--- src/rtl/if_fetch.sv ---
// Instruction fetch over a byte-wide memory port: four byte reads at pc..pc+3
// are assembled little-endian into one 32-bit instruction, held in DONE while stalled.
module if_fetch (
   input  logic        clk,
   input  logic        rst,
   input  logic [31:0] pc_i,
   input  logic        ce_i,
   input  logic [5:0]  stall,
   input  logic        branch_flag_i,
   output logic        mem_req_o,
   output logic [31:0] mem_addr_o,
   input  logic        mem_busy_i,
   input  logic [7:0]  mem_rdata_i,
   output logic        stallreq_o,
   output logic [31:0] if_pc_o,
   output logic [31:0] if_inst_o,
   output logic        if_valid_o
);

   typedef enum logic [1:0] {IDLE, FETCH, DONE} state_t;

   state_t      state_q, state_d;
   logic [31:0] fetch_pc_q, fetch_pc_d;
   logic [2:0]  req_cnt_q, req_cnt_d;
   logic [2:0]  rcv_cnt_q, rcv_cnt_d;
   logic [23:0] buf_q, buf_d;
   logic        pend_q, pend_d;
   logic [31:0] if_pc_q, if_pc_d;
   logic [31:0] if_inst_q, if_inst_d;
   logic        if_valid_q, if_valid_d;
   logic        abort;
   logic        accept;
   logic        unused_stall;

   assign unused_stall = ^stall[5:1];

   // Losing ce_i mid-fetch is treated exactly like a taken branch.
   assign abort      = branch_flag_i || (state_q == FETCH && !ce_i);
   assign mem_req_o  = (state_q == FETCH) && (req_cnt_q < 3'd4) && !abort;
   assign mem_addr_o = fetch_pc_q + {29'd0, req_cnt_q};
   assign accept     = mem_req_o && !mem_busy_i;
   assign stallreq_o = ce_i && (state_q != DONE) && !branch_flag_i;

   assign if_pc_o    = if_pc_q;
   assign if_inst_o  = if_inst_q;
   assign if_valid_o = if_valid_q;

   always_comb begin
      state_d    = state_q;
      fetch_pc_d = fetch_pc_q;
      req_cnt_d  = req_cnt_q;
      rcv_cnt_d  = rcv_cnt_q;
      buf_d      = buf_q;
      pend_d     = 1'b0;
      if_pc_d    = if_pc_q;
      if_inst_d  = if_inst_q;
      if_valid_d = if_valid_q;

      if (abort) begin
         state_d    = IDLE;
         req_cnt_d  = 3'd0;
         rcv_cnt_d  = 3'd0;
         if_valid_d = 1'b0;
      end else begin
         unique case (state_q)
            IDLE: begin
               if (ce_i) begin
                  fetch_pc_d = pc_i;
                  req_cnt_d  = 3'd0;
                  rcv_cnt_d  = 3'd0;
                  state_d    = FETCH;
               end
            end
            FETCH: begin
               if (accept) begin
                  req_cnt_d = req_cnt_q + 3'd1;
                  pend_d    = 1'b1;
               end
               // pend_q marks that mem_rdata_i carries the byte accepted last cycle.
               if (pend_q) begin
                  rcv_cnt_d = rcv_cnt_q + 3'd1;
                  unique case (rcv_cnt_q)
                     3'd0: buf_d[7:0]   = mem_rdata_i;
                     3'd1: buf_d[15:8]  = mem_rdata_i;
                     3'd2: buf_d[23:16] = mem_rdata_i;
                     default: begin
                        if_inst_d  = {mem_rdata_i, buf_q};
                        if_pc_d    = fetch_pc_q;
                        if_valid_d = 1'b1;
                        state_d    = DONE;
                     end
                  endcase
               end
            end
            DONE: begin
               if (!stall[0]) begin
                  state_d    = IDLE;
                  if_valid_d = 1'b0;
               end
            end
            default: state_d = IDLE;
         endcase
      end
   end

   always_ff @(posedge clk) begin
      if (rst) begin
         state_q    <= IDLE;
         fetch_pc_q <= 32'd0;
         req_cnt_q  <= 3'd0;
         rcv_cnt_q  <= 3'd0;
         buf_q      <= 24'd0;
         pend_q     <= 1'b0;
         if_pc_q    <= 32'd0;
         if_inst_q  <= 32'd0;
         if_valid_q <= 1'b0;
      end else begin
         state_q    <= state_d;
         fetch_pc_q <= fetch_pc_d;
         req_cnt_q  <= req_cnt_d;
         rcv_cnt_q  <= rcv_cnt_d;
         buf_q      <= buf_d;
         pend_q     <= pend_d;
         if_pc_q    <= if_pc_d;
         if_inst_q  <= if_inst_d;
         if_valid_q <= if_valid_d;
      end
   end

endmodule

--- config.mk ---
export PLATFORM = sky130hd
export DESIGN_NAME = if_fetch
export DESIGN_NICKNAME = d
export VERILOG_FILES = /design/src/rtl/if_fetch.sv
export SDC_FILE = /design/constraint.sdc
export NUM_CORES = 1
export LEC_CHECK = 0
export ABC_AREA = 1
export BUFFER_PORTS_ARGS = -buffer_cell sky130_fd_sc_hd__buf_2
export CORE_ASPECT_RATIO = 2
export CORE_MARGIN = 2
export CORE_UTILIZATION = 53
export DETAILED_ROUTE_END_ITERATION = 8
export PLACE_DENSITY = 0.86
export SETUP_SLACK_MARGIN = 0.05
export SKIP_CTS_REPAIR_TIMING = 1
export SYNTH_ARGS = -nofsm -noshare
export SYNTH_HDL_FRONTEND = slang
export SYNTH_SLANG_ARGS = --single-unit
export TNS_END_PERCENT = 1
--- constraint.sdc ---
create_clock -name clk -period 2.13 [get_ports clk]
set_input_delay 0.213 -clock clk [delete_from_list [all_inputs] [get_ports clk]]
set_output_delay 0.213 -clock clk [all_outputs]
set_load 0.03 [all_outputs]
# After elaboration in Yosys (flattened, before gate mapping)
# Index checks and enable logic that the tools add are counted.
# classes
addsub,3
order_cmp,1
eq_ne,10
muxes,15
bitwise,3
reduce_logical,27
# op_table
operator,count
32-bit by 3-bit adder with 32-bit output,1
4-bit AND reduction,6
"2-bit inequality test, second input constant",6
3-bit case mux with 2 select lines,2
3-bit 2-to-1 mux,3
3-bit AND reduction,3
2-bit 2-to-1 mux,4
"3-bit by 1-bit adder with 3-bit output, second input constant",2
1-bit logical AND,6
2-bit case mux with 3 select lines,1
3-bit OR reduction,2
1-bit zero test,4
1-bit 2-to-1 mux,4
2-bit nonzero test,2
"3-bit by 1-bit == test with 1-bit output, second input constant",1
"3-bit by 2-bit == test with 1-bit output, second input constant",1
3-bit zero test,1
"3-bit less-than comparator, second input constant",1
1-bit NOT,3
"2-bit by 1-bit == test with 1-bit output, second input constant",1
"2-bit == test, second input constant",1
2-bit zero test,1
1-bit case mux with 2 select lines,1
2-bit OR reduction,1
1-bit logical OR,1
# totals
reg_bits,130
input_bits,51
out_inout_bits,99
word_cells,70

# Longest topological paths before layout
# Gate-level depths: netlist of run 1.
# depth
word_depth,8
depth_mapped,11
depth_no_buf,10

# Least setup slack after synthesis of run 1
# No wires, ideal clock.
# synth_timing
kind,reg-to-output
startpoint,register fetch_pc_q[0]
endpoint,output mem_addr_o[10]
t_arrival_ns,1.992
required_time_ns,1.917
setup_slack_ns,-0.075
stages_incl_launch_ff,10
path_buffers,1
path_cell_list,dfxtp_1 -> ha_1 -> fa_1 -> nand2_1 -> nand2_1 -> nand2_1 -> inv_1 -> and2_1 -> clkbuf_1 -> xor2_1
# synth_via
elab_chain_cells,1
# synth_rtl
element,line,rtl
from (decl),23,"logic [31:0] fetch_pc_q, fetch_pc_d;"
from (signal assigned),119,fetch_pc_q <= fetch_pc_d;
32-bit by 3-bit adder with 32-bit output,40,"assign mem_addr_o = fetch_pc_q + {29'd0, req_cnt_q};"
to (decl),11,"output logic [31:0] mem_addr_o,"
# No other way between the ends.

# Worst setup path in the final report of run 1
# layout_timing
startpoint,register req_cnt_q[0]
endpoint,output mem_addr_o[26]
# layout_via
elab_chain_cells,1
# layout_rtl
element,line,rtl
from (decl),24,"logic [2:0] req_cnt_q, req_cnt_d;"
from (signal assigned),120,req_cnt_q <= req_cnt_d;
32-bit by 3-bit adder with 32-bit output,40,
# No other way between the ends.

==> impl_metrics.tcl, run 1 <==
set metrics [dict create \
    boundaryPins 150 \
    reg2reg_to "if_pc_o[28]$_SDFFE_PP0P_" \
    setup_viol 30 \
    initial_utilization_pct 54.6 \
    drive_gt1_share_pct 26.6 \
    io_buffers 144 \
    clk_path_buf_depth 2 \
    root_buffer "clkbuf_16" \
    p_seq_share_pct 42.6 \
    synth_area_leaders "dfxtp_1, nor2_1, nand2_1, o21ai_0, o21ai_1" \
    yosysSeqAreaShare_pct 45.2 \
    holdCritStartpoint "pc_i[2]" \
    n_antenna_cell 0 \
    cp-end-kind "output pin" \
    peakVddDrop_mv 0.706 \
    p_sw_share_pct 27.8 \
    drv_slew 0 \
    synth_top_cell_area_share_pct 45.2 \
    fill_cells 848 \
    p_clk_share_pct 48.5 \
    fin_skew_ps 13.4 \
    hold_viol_final 0 \
    max_cap_violations 0 \
    start_kind "flop" \
    clock_sinks 130 \
    dp_hpwl_mm 11.3 \
    worst_slack_ps -165 \
    ys_top_cells_by_count "nor2_1, dfxtp_1, nand2_1, o21ai_0, o21ai_1" \
    min_period_ps 2300 \
    final_nets 1012 \
    critPathKind "flop to output pin" \
    die_w_um 77.7 \
    route.vias.total 5757 \
    rsz0062_at_grt "true" \
    clk_latency_ps 420 \
    dp_slack_ps -46.0 \
    power_density_nw_per_um2 803 \
    cts_tree "built" \
    grt_overflow 0 \
    final-instance-count-excl-fill 1102 \
    coreArea_sq_um 10500 \
    synth_nets 858 \
    p_switching_mw 1.67 \
    yosysWarningCount 0 \
    violations "negative setup slack" \
    vias_per_cell 5.22 \
    first_iter_violations 309 \
    core.rowCount 53 \
    max_freq_ghz 0.436 \
    grt_use_total_pct 28.0 \
    hold_class "input pin to flop" \
    cp_data_required_time_ps 1920 \
    status "complete, but fails checks" \
    synth_area_sq_um 5750 \
    drc 0 \
    syn_to_final_growth_pct 29.7 \
    p_comb_share_pct 8.9 \
    hold_depth 3 \
    htreeDepth 4 \
    dieArea_sq_um 11800 \
    yosysTopAreaCell "dfxtp_1" \
    post_drt_wl_per_cell_um 15.2 \
    p_int_mw 4.33 \
    syn_avg_cell_area_sq_um 7.21 \
    worstPathMaxFanout 5 \
    synthCells 798 \
    antenna_found_initial 0 \
    ys_async_sr_fraction_pct 0 \
    yosys.cell_types.count 27 \
    gp_congestion 0.961 \
    finalWirelength_mm 16.8 \
    regToRegSetupSlack_ps 220 \
    yosysMostFrequentCell "nor2_1" \
    tightestPinTransition_ps 529 \
    period_share_pct 108 \
    path_clk_slew_ps 60 \
    first_pass_iters 5 \
    synth_edf_count 0 \
    reg2reg_depth 9 \
    synth_flop_cell "dfxtp_1" \
    holdPathEnd "fetch_pc_q[2]$_SDFFE_PP0P_" \
    critical_path_arrival_ps 2080 \
    ys_seq_elements 130 \
    r2r-start "rcv_cnt_q[0]$_SDFFE_PP0P_" \
    cts_buffers 17 \
    grt_pass1_vias 5425 \
    fp.dieH_um 151 \
    grt_max_degree 83 \
    ant_nets 0 \
    grt_pass1_wl_mm 25.6 \
    dp.cells 1067 \
    max_slew_margin_pct 64.7 \
    power_leakage_nw 3.65 \
]
cell families after synthesis:
kind of cell	count (synthesis)	share of synthesized area [%]
AO/OA/AOI/OAI	155	13.6
XOR/XNOR	16	2.44
adder cells (fa/ha/maj)	9	2.09
buffers and inverters	87	8.07
flip-flops	130	45.2
AND/OR/NAND/NOR	401	28.6
worst max-delay path, cell delays in order, from the launching register on:
cell and delay [ps]:
dfxtp_2 340, ha_4 170, fa_2 360, nand2_2 90, nand2_4 70, nand2_4 90
inv_2 40, and2_4 160, nand2_2 70, nand2_2 40, nand2_2 90, buf_6 130
through the flow:
step	area (sq um)	util (%)	power [mW]	hold WS, ps	TNS, ps
floorplan	5760	-	2.89	348	0
global placement	6580	62.4	3.07	460	-6.10
detailed placement	6580	62.4	3.08	464	-46.8
CTS	7160	67.9	5.95	33.7	-8160
global route	7460	70.8	6.15	76.1	-4220
finish	7460	70.8	5.99	44.1	-2670
flip-flops by register name, indices dropped and copies added, names as in the netlist:
| name | cells |
|---|---|
| pend_q | 1 |
| rcv_cnt_q | 3 |
| if_pc_o | 32 |
| buf_q | 24 |
| state_q | 2 |
| req_cnt_q | 3 |
| fetch_pc_q | 32 |
| if_inst_o | 32 |
| if_valid_o | 1 |
power by group through the flow:
stage | combinational (mW) | clock [mW] | sequential, mW
after global routing | 0.577 | 3.02 | 2.56
after detailed placement | 0.478 | 0 | 2.60
after global placement | 0.474 | 0 | 2.60
final | 0.532 | 2.91 | 2.55
after floorplan | 0.307 | 0 | 2.58
after CTS | 0.481 | 2.93 | 2.55
cell type report:
type                            instances  area (sq um)  share of cell area (%)
Multi-Input combinational cell        581          2870                    38.4
Sequential cell                       130          2610                    35.0
Inverter                               54           208                    2.78
Clock buffer                           17           425                    5.70
Clock inverter                         15           158                    2.11
Timing Repair Buffer                  168          1020                    13.6
Tap cell                              137           171                    2.30
worst max path at each step:
stage | startpoint | end | slack, ps | cells after the start
after floorplan | fetch_pc_q[0]$_SDFFE_PP0P_ | mem_addr_o[10] | 70 | 9
after global placement | fetch_pc_q[0]$_SDFFE_PP0P_ | mem_addr_o[26] | -6 | 11
after detailed placement | fetch_pc_q[0]$_SDFFE_PP0P_ | mem_addr_o[26] | -50 | 11
after CTS | fetch_pc_q[0]$_SDFFE_PP0P_ | mem_addr_o[26] | -520 | 11
after global routing | fetch_pc_q[1]$_SDFFE_PP0P_ | mem_addr_o[29] | -240 | 11
final | req_cnt_q[0]$_SDFFE_PP0P_ | mem_addr_o[26] | -170 | 11
placed cells by master (no fill, tap or decap), types with 2 or more instances in the layout:
cell type,Yosys,layout
a21oi_1,32,31
buf_12,7,2
buf_2,7,121
buf_4,0,35
buf_6,0,9
clkbuf_16,0,17
clkinv_4,0,2
clkinvlp_4,0,2
dfxtp_1,130,123
dfxtp_2,0,6
ha_1,8,5
ha_4,0,3
inv_1,51,49
inv_2,2,4
inv_6,1,8
inv_8,0,3
nand2_1,113,100
nand2_2,0,11
nand2_4,1,3
nand3_1,23,21
nand3_2,0,2
nand4_1,6,6
nor2_1,239,228
nor2_2,0,6
nor2_4,5,10
nor3_1,10,7
nor3_2,0,2
o21ai_0,62,62
o21ai_1,59,59
xor2_1,16,15
per-layer routing:
| metal | up-vias | track usage, % | share of wire, % |
|---|---|---|---|
| met5 | - | 0 | 0 |
| met4 | 0 | 15.4 | 4.4 |
| met3 | 49 | 5.54 | 5.3 |
| met2 | 239 | 51.3 | 54 |
| met1 | 2602 | 29.4 | 37 |
| li1 | 2867 | - | - |
Note: power is estimated with default switching activity, not from simulation.
==> run 2: changes to the inputs <==
Clock period 2.13 ns to 2.56 ns, I/O delays scaled along.
==> impl_metrics.tcl, run 2 (same netlist as run 1, synthesis figures left out) <==
set metrics [dict create \
    status "complete, no violations" \
    clock_sinks 130 \
    fin_skew_ps 7.07 \
    grt_pass1_vias 5406 \
    dp.cells 1055 \
    worstPathMaxFanout 6 \
    htreeDepth 4 \
    cts_tree "built" \
    setup_viol 0 \
    fp.dieH_um 151 \
    layout_common_cells "nor2_1, buf_2, dfxtp_1, nand2_1, o21ai_0" \
    first_iter_violations 345 \
    clk_path_buf_depth 2 \
    worst_slack_ps 119 \
    mostFrequentLayoutCell "nor2_1" \
    crit_chain "ha_1, nand2_1, inv_1, a21oi_2, nor2_2, nand2_1, xor2_1, buf_2" \
    tns_ps 0 \
    io_buffers 144 \
    met3_usage_pct 5.42 \
    busiest_layer "met2" \
    vias_per_cell 5.27 \
    dp_slack_ps 305 \
    max_stage_delay_ps 420 \
    drv_slew 0 \
    cpMaxStageDelayCell "dfxtp_1" \
    coreArea_sq_um 10500 \
    met1_usage_pct 28.9 \
    grt_pass1_wl_mm 25.0 \
    power_mw 5.02 \
    initial_utilization_pct 54.6 \
    syn_to_final_growth_pct 24.1 \
    max_cap_violations 0 \
    start_kind "flop" \
    root_buffer "clkbuf_16" \
    period_share_pct 95.3 \
    grt_overflow 0 \
    die_w_um 77.7 \
    cp_data_required_time_ps 2300 \
    dp_hpwl_mm 11.3 \
    critical_path_arrival_ps 2180 \
    route.vias.total 5733 \
    critPathKind "flop to output pin" \
    fill_cells 875 \
    cp-end-kind "output pin" \
    grt_max_degree 65 \
    drc 0 \
    clk_latency_ps 420 \
    boundaryPins 150 \
    first_pass_iters 9 \
    ant_nets 0 \
    dieArea_sq_um 11800 \
    core.rowCount 53 \
    power_leakage_nw 3.55 \
    max_slew_margin_pct 52.7 \
    multi_input_area_sq_um 2740 \
    hold_class "input pin to flop" \
    final-seq-area_sq_um 2610 \
    peakVddDrop_mv 0.489 \
    postLayoutCoreUtil_pct 67.7 \
    n_antenna_cell 0 \
    drive_gt1_share_pct 22.4 \
    hold_viol_final 0 \
    final_nets 997 \
    cpMostUsedCell "nand2_1" \
    finalWirelength_mm 15.9 \
    tightestPinTransition_ps 710 \
    rsz0062_at_grt "true" \
    final-instance-count-excl-fill 1087 \
    met2_usage_pct 48.3 \
    min_period_ps 2440 \
    post_drt_wl_per_cell_um 14.7 \
    power_density_nw_per_um2 703 \
    gp_congestion 0.956 \
    antenna_found_initial 0 \
    grt_use_total_pct 27.0 \
    path_clk_slew_ps 60 \
    max_freq_ghz 0.410 \
    cts_buffers 17 \
]
==> run 2: cell count changes in the layout (fill, tap and decap cells not counted), sizes merged <==
cell      previous run  this run
inv                 64        58
buf                167       153
clkinvlp             2         5
bufinv               1         3
==> run 2: metrics by stage <==
step | hold WS [ps] | instance area [sq um]
after global placement | 461 | 6460
after global routing | 110 | 7140
after detailed placement | 464 | 6460
after floorplan | 391 | 5750
after CTS | 81.2 | 7070
final | 88.2 | 7140
==> run 2: layout make-up <==
type                       count  share of cell area, %
clock buffer                  18                   6.15
multi-input combinational    581                   38.4
timing repair buffer         153                   11.2
inverter                      54                   2.91
tap                          137                   2.40
clock inverter                14                   2.47
sequential                   130                   36.5
==> run 2: final timing paths <==
kind | start | end | slack (ps) | depth (start not counted)
setup / recovery | req_cnt_q[1]$_SDFFE_PP0P_ | mem_addr_o[17] | 120 | 8
hold / removal | pc_i[10] | fetch_pc_q[10]$_SDFFE_PP0P_ | 90 | 3
setup reg to reg | rcv_cnt_q[0]$_SDFFE_PP0P_ | if_inst_o[9]$_SDFFE_PP0P_ | 460 | 8
hold reg to reg | if_valid_o$_SDFFE_PP0P_ | if_valid_o$_SDFFE_PP0P_ | 470 | 2
==> run 2: metal layers <==
layer  up-vias  part of all wire, %
li1       2831                    -
met3        57                  5.3
met5         -                    0
met1      2602                   37
met2       243                   52
met4         0                  4.9
==> run 2: power breakdown <==
group	switching, mW	leakage [nW]	total [mW]	internal, mW
clock network	0.931	0.286	2.50	1.57
logic	0.275	2.21	0.397	0.122
registers	0.0581	1.05	2.13	2.07
==> run 2: worst max-delay path, delay by kind of cell, from the launching register on <==
kind            cells  cell delay, ps
flops               1             420
simple gates        3             340
xor+xnor            1             180
buf+inv             2             280
fa+ha+maj           1             280
compound gates      1             270
==> run 3: changes to the inputs <==
Settings changed: GPL_ROUTABILITY_DRIVEN from default to 0, PLACE_DENSITY 0.86 to 0.9.
==> impl_metrics.tcl, run 3 (same netlist as run 1, synthesis figures left out) <==
set metrics [dict create \
    final_nets 997 \
    dp_hpwl_mm 11.3 \
    initial_utilization_pct 54.6 \
    cp-end-kind "output pin" \
    max_freq_ghz 0.404 \
    clk_path_buf_depth 2 \
    reg2reg_to "if_pc_o[13]$_SDFFE_PP0P_" \
    critPathBufInv 2 \
    cts_buffers 17 \
    tightestPinTransition_ps 1090 \
    setup_viol 0 \
    ant_nets 0 \
    postLayoutCoreUtil_pct 67.3 \
    root_buffer "clkbuf_16" \
    clk_latency_ps 430 \
    hold_ws_ps 74.7 \
    fp.dieH_um 151 \
    finalWirelength_mm 16.5 \
    path_delay_family "simple AND/OR/NAND/NOR gates" \
    grt_max_degree 71 \
    cpMostUsedCell "nand2_1" \
    path_clk_slew_ps 60 \
    cts_tree "built" \
    layout_common_cells "nor2_1, buf_2, dfxtp_1, nand2_1, o21ai_0" \
    coreArea_sq_um 10500 \
    drv_slew 0 \
    grt_use_total_pct 27.6 \
    power_leakage_nw 3.53 \
    io_buffers 144 \
    fin_skew_ps 7.66 \
    first_pass_iters 7 \
    rsz0062_at_grt "true" \
    boundaryPins 150 \
    power_mw 4.83 \
    max_slew_margin_pct 27.1 \
    peakVddDrop_mv 0.506 \
    worstPathMaxFanout 5 \
    postLayoutCellArea_sq_um 7100 \
    drive_gt1_share_pct 22.1 \
    grt_pass1_vias 5459 \
    htreeDepth 4 \
    drc 0 \
    fill_cells 883 \
    cpMaxStageDelayCell "fa_2" \
    dieArea_sq_um 11800 \
    hold_class "input pin to flop" \
    cp_data_required_time_ps 2300 \
    critical_path_arrival_ps 2220 \
    endpoint "mem_addr_o[18]" \
    power_density_nw_per_um2 681 \
    crit_path_start "req_cnt_q[0]$_SDFFE_PP0P_" \
    first_iter_violations 336 \
    r2r-start "rcv_cnt_q[0]$_SDFFE_PP0P_" \
    n_antenna_cell 0 \
    route.vias.total 5819 \
    antenna_found_initial 0 \
    hold_viol_final 0 \
    mostFrequentLayoutCell "nor2_1" \
    regToRegSetupSlack_ps 430 \
    grt_pass1_wl_mm 25.3 \
    max_stage_delay_ps 360 \
    max_cap_violations 0 \
    syn_to_final_growth_pct 23.3 \
    clock_sinks 130 \
    crit_chain "ha_4, fa_2, nand2_1, nand2_2, nand2_4, inv_1, and2_4, nand3_1, nand2_1, nand2_1, buf_6" \
    vias_per_cell 5.35 \
    dpl_cell_area_sq_um 6450 \
    grt_overflow 0 \
    reg2reg_depth 8 \
    post_drt_wl_per_cell_um 15.1 \
    cp_num_cells 11 \
    status "complete, no violations" \
    die_w_um 77.7 \
    period_share_pct 96.6 \
    dp.cells 1054 \
    core.rowCount 53 \
    critPathKind "flop to output pin" \
    start_kind "flop" \
    final-instance-count-excl-fill 1087 \
    min_period_ps 2470 \
]
run 3: through the flow:
step	setup TNS (ps)	setup WS (ps)
floorplan	0	312
global placement	0	325
detailed placement	0	269
CTS	-1070	-193
global route	-16.7	-16.7
finish	0	87.7
run 3: final cells by class:
type / instances / area, sq um / area share, %
Inverter: 54 / 208 / 2.93
Multi-Input combinational cell: 581 / 2750 / 38.7
Clock buffer: 17 / 425 / 5.99
Clock inverter: 15 / 138 / 1.94
Sequential cell: 130 / 2610 / 36.7
Tap cell: 137 / 171 / 2.42
Timing Repair Buffer: 153 / 802 / 11.3
run 3: routing by layer:
metal	GRT usage [%]	vias to the layer above	part of all wire, %
met5	0	-	0
met4	21.0	0	6.6
met3	5.13	82	5.2
met2	49.1	266	52
met1	28.1	2636	36
li1	-	2835	-
run 3: how the worst min path moves through the flow:
stage                                  from                         end  slack [ps]  depth (start not counted)
detailed placement  if_valid_o$_SDFFE_PP0P_     if_valid_o$_SDFFE_PP0P_         460                          2
global placement     buf_q[13]$_SDFFE_PP0P_  if_inst_o[13]$_SDFFE_PP0P_         460                          2
finish                              pc_i[2]  fetch_pc_q[2]$_SDFFE_PP0P_          70                          3
floorplan                    mem_rdata_i[0]       buf_q[0]$_SDFFE_PP0P_         390                          2
global route                        pc_i[2]  fetch_pc_q[2]$_SDFFE_PP0P_         100                          3
CTS                                 pc_i[2]  fetch_pc_q[2]$_SDFFE_PP0P_          80                          3
run 3: where the power goes:
group / leakage (nW) / switching (mW) / internal, mW / total [mW]
logic: 2.21 / 0.279 / 0.123 / 0.402
registers: 1.05 / 0.0593 / 2.07 / 2.13
clock network: 0.270 / 1.02 / 1.28 / 2.31
total: 3.53 / 1.36 / 3.47 / 4.83
run 3: worst register-to-register path, delay by kind of cell (launching register included):
kind	cells	cell delay, ps
AOI/OAI and AO/OA	1	210
adders and majority gates	1	210
and+or+nand+nor	4	580
DFF	1	400
buffers and inverters	2	680
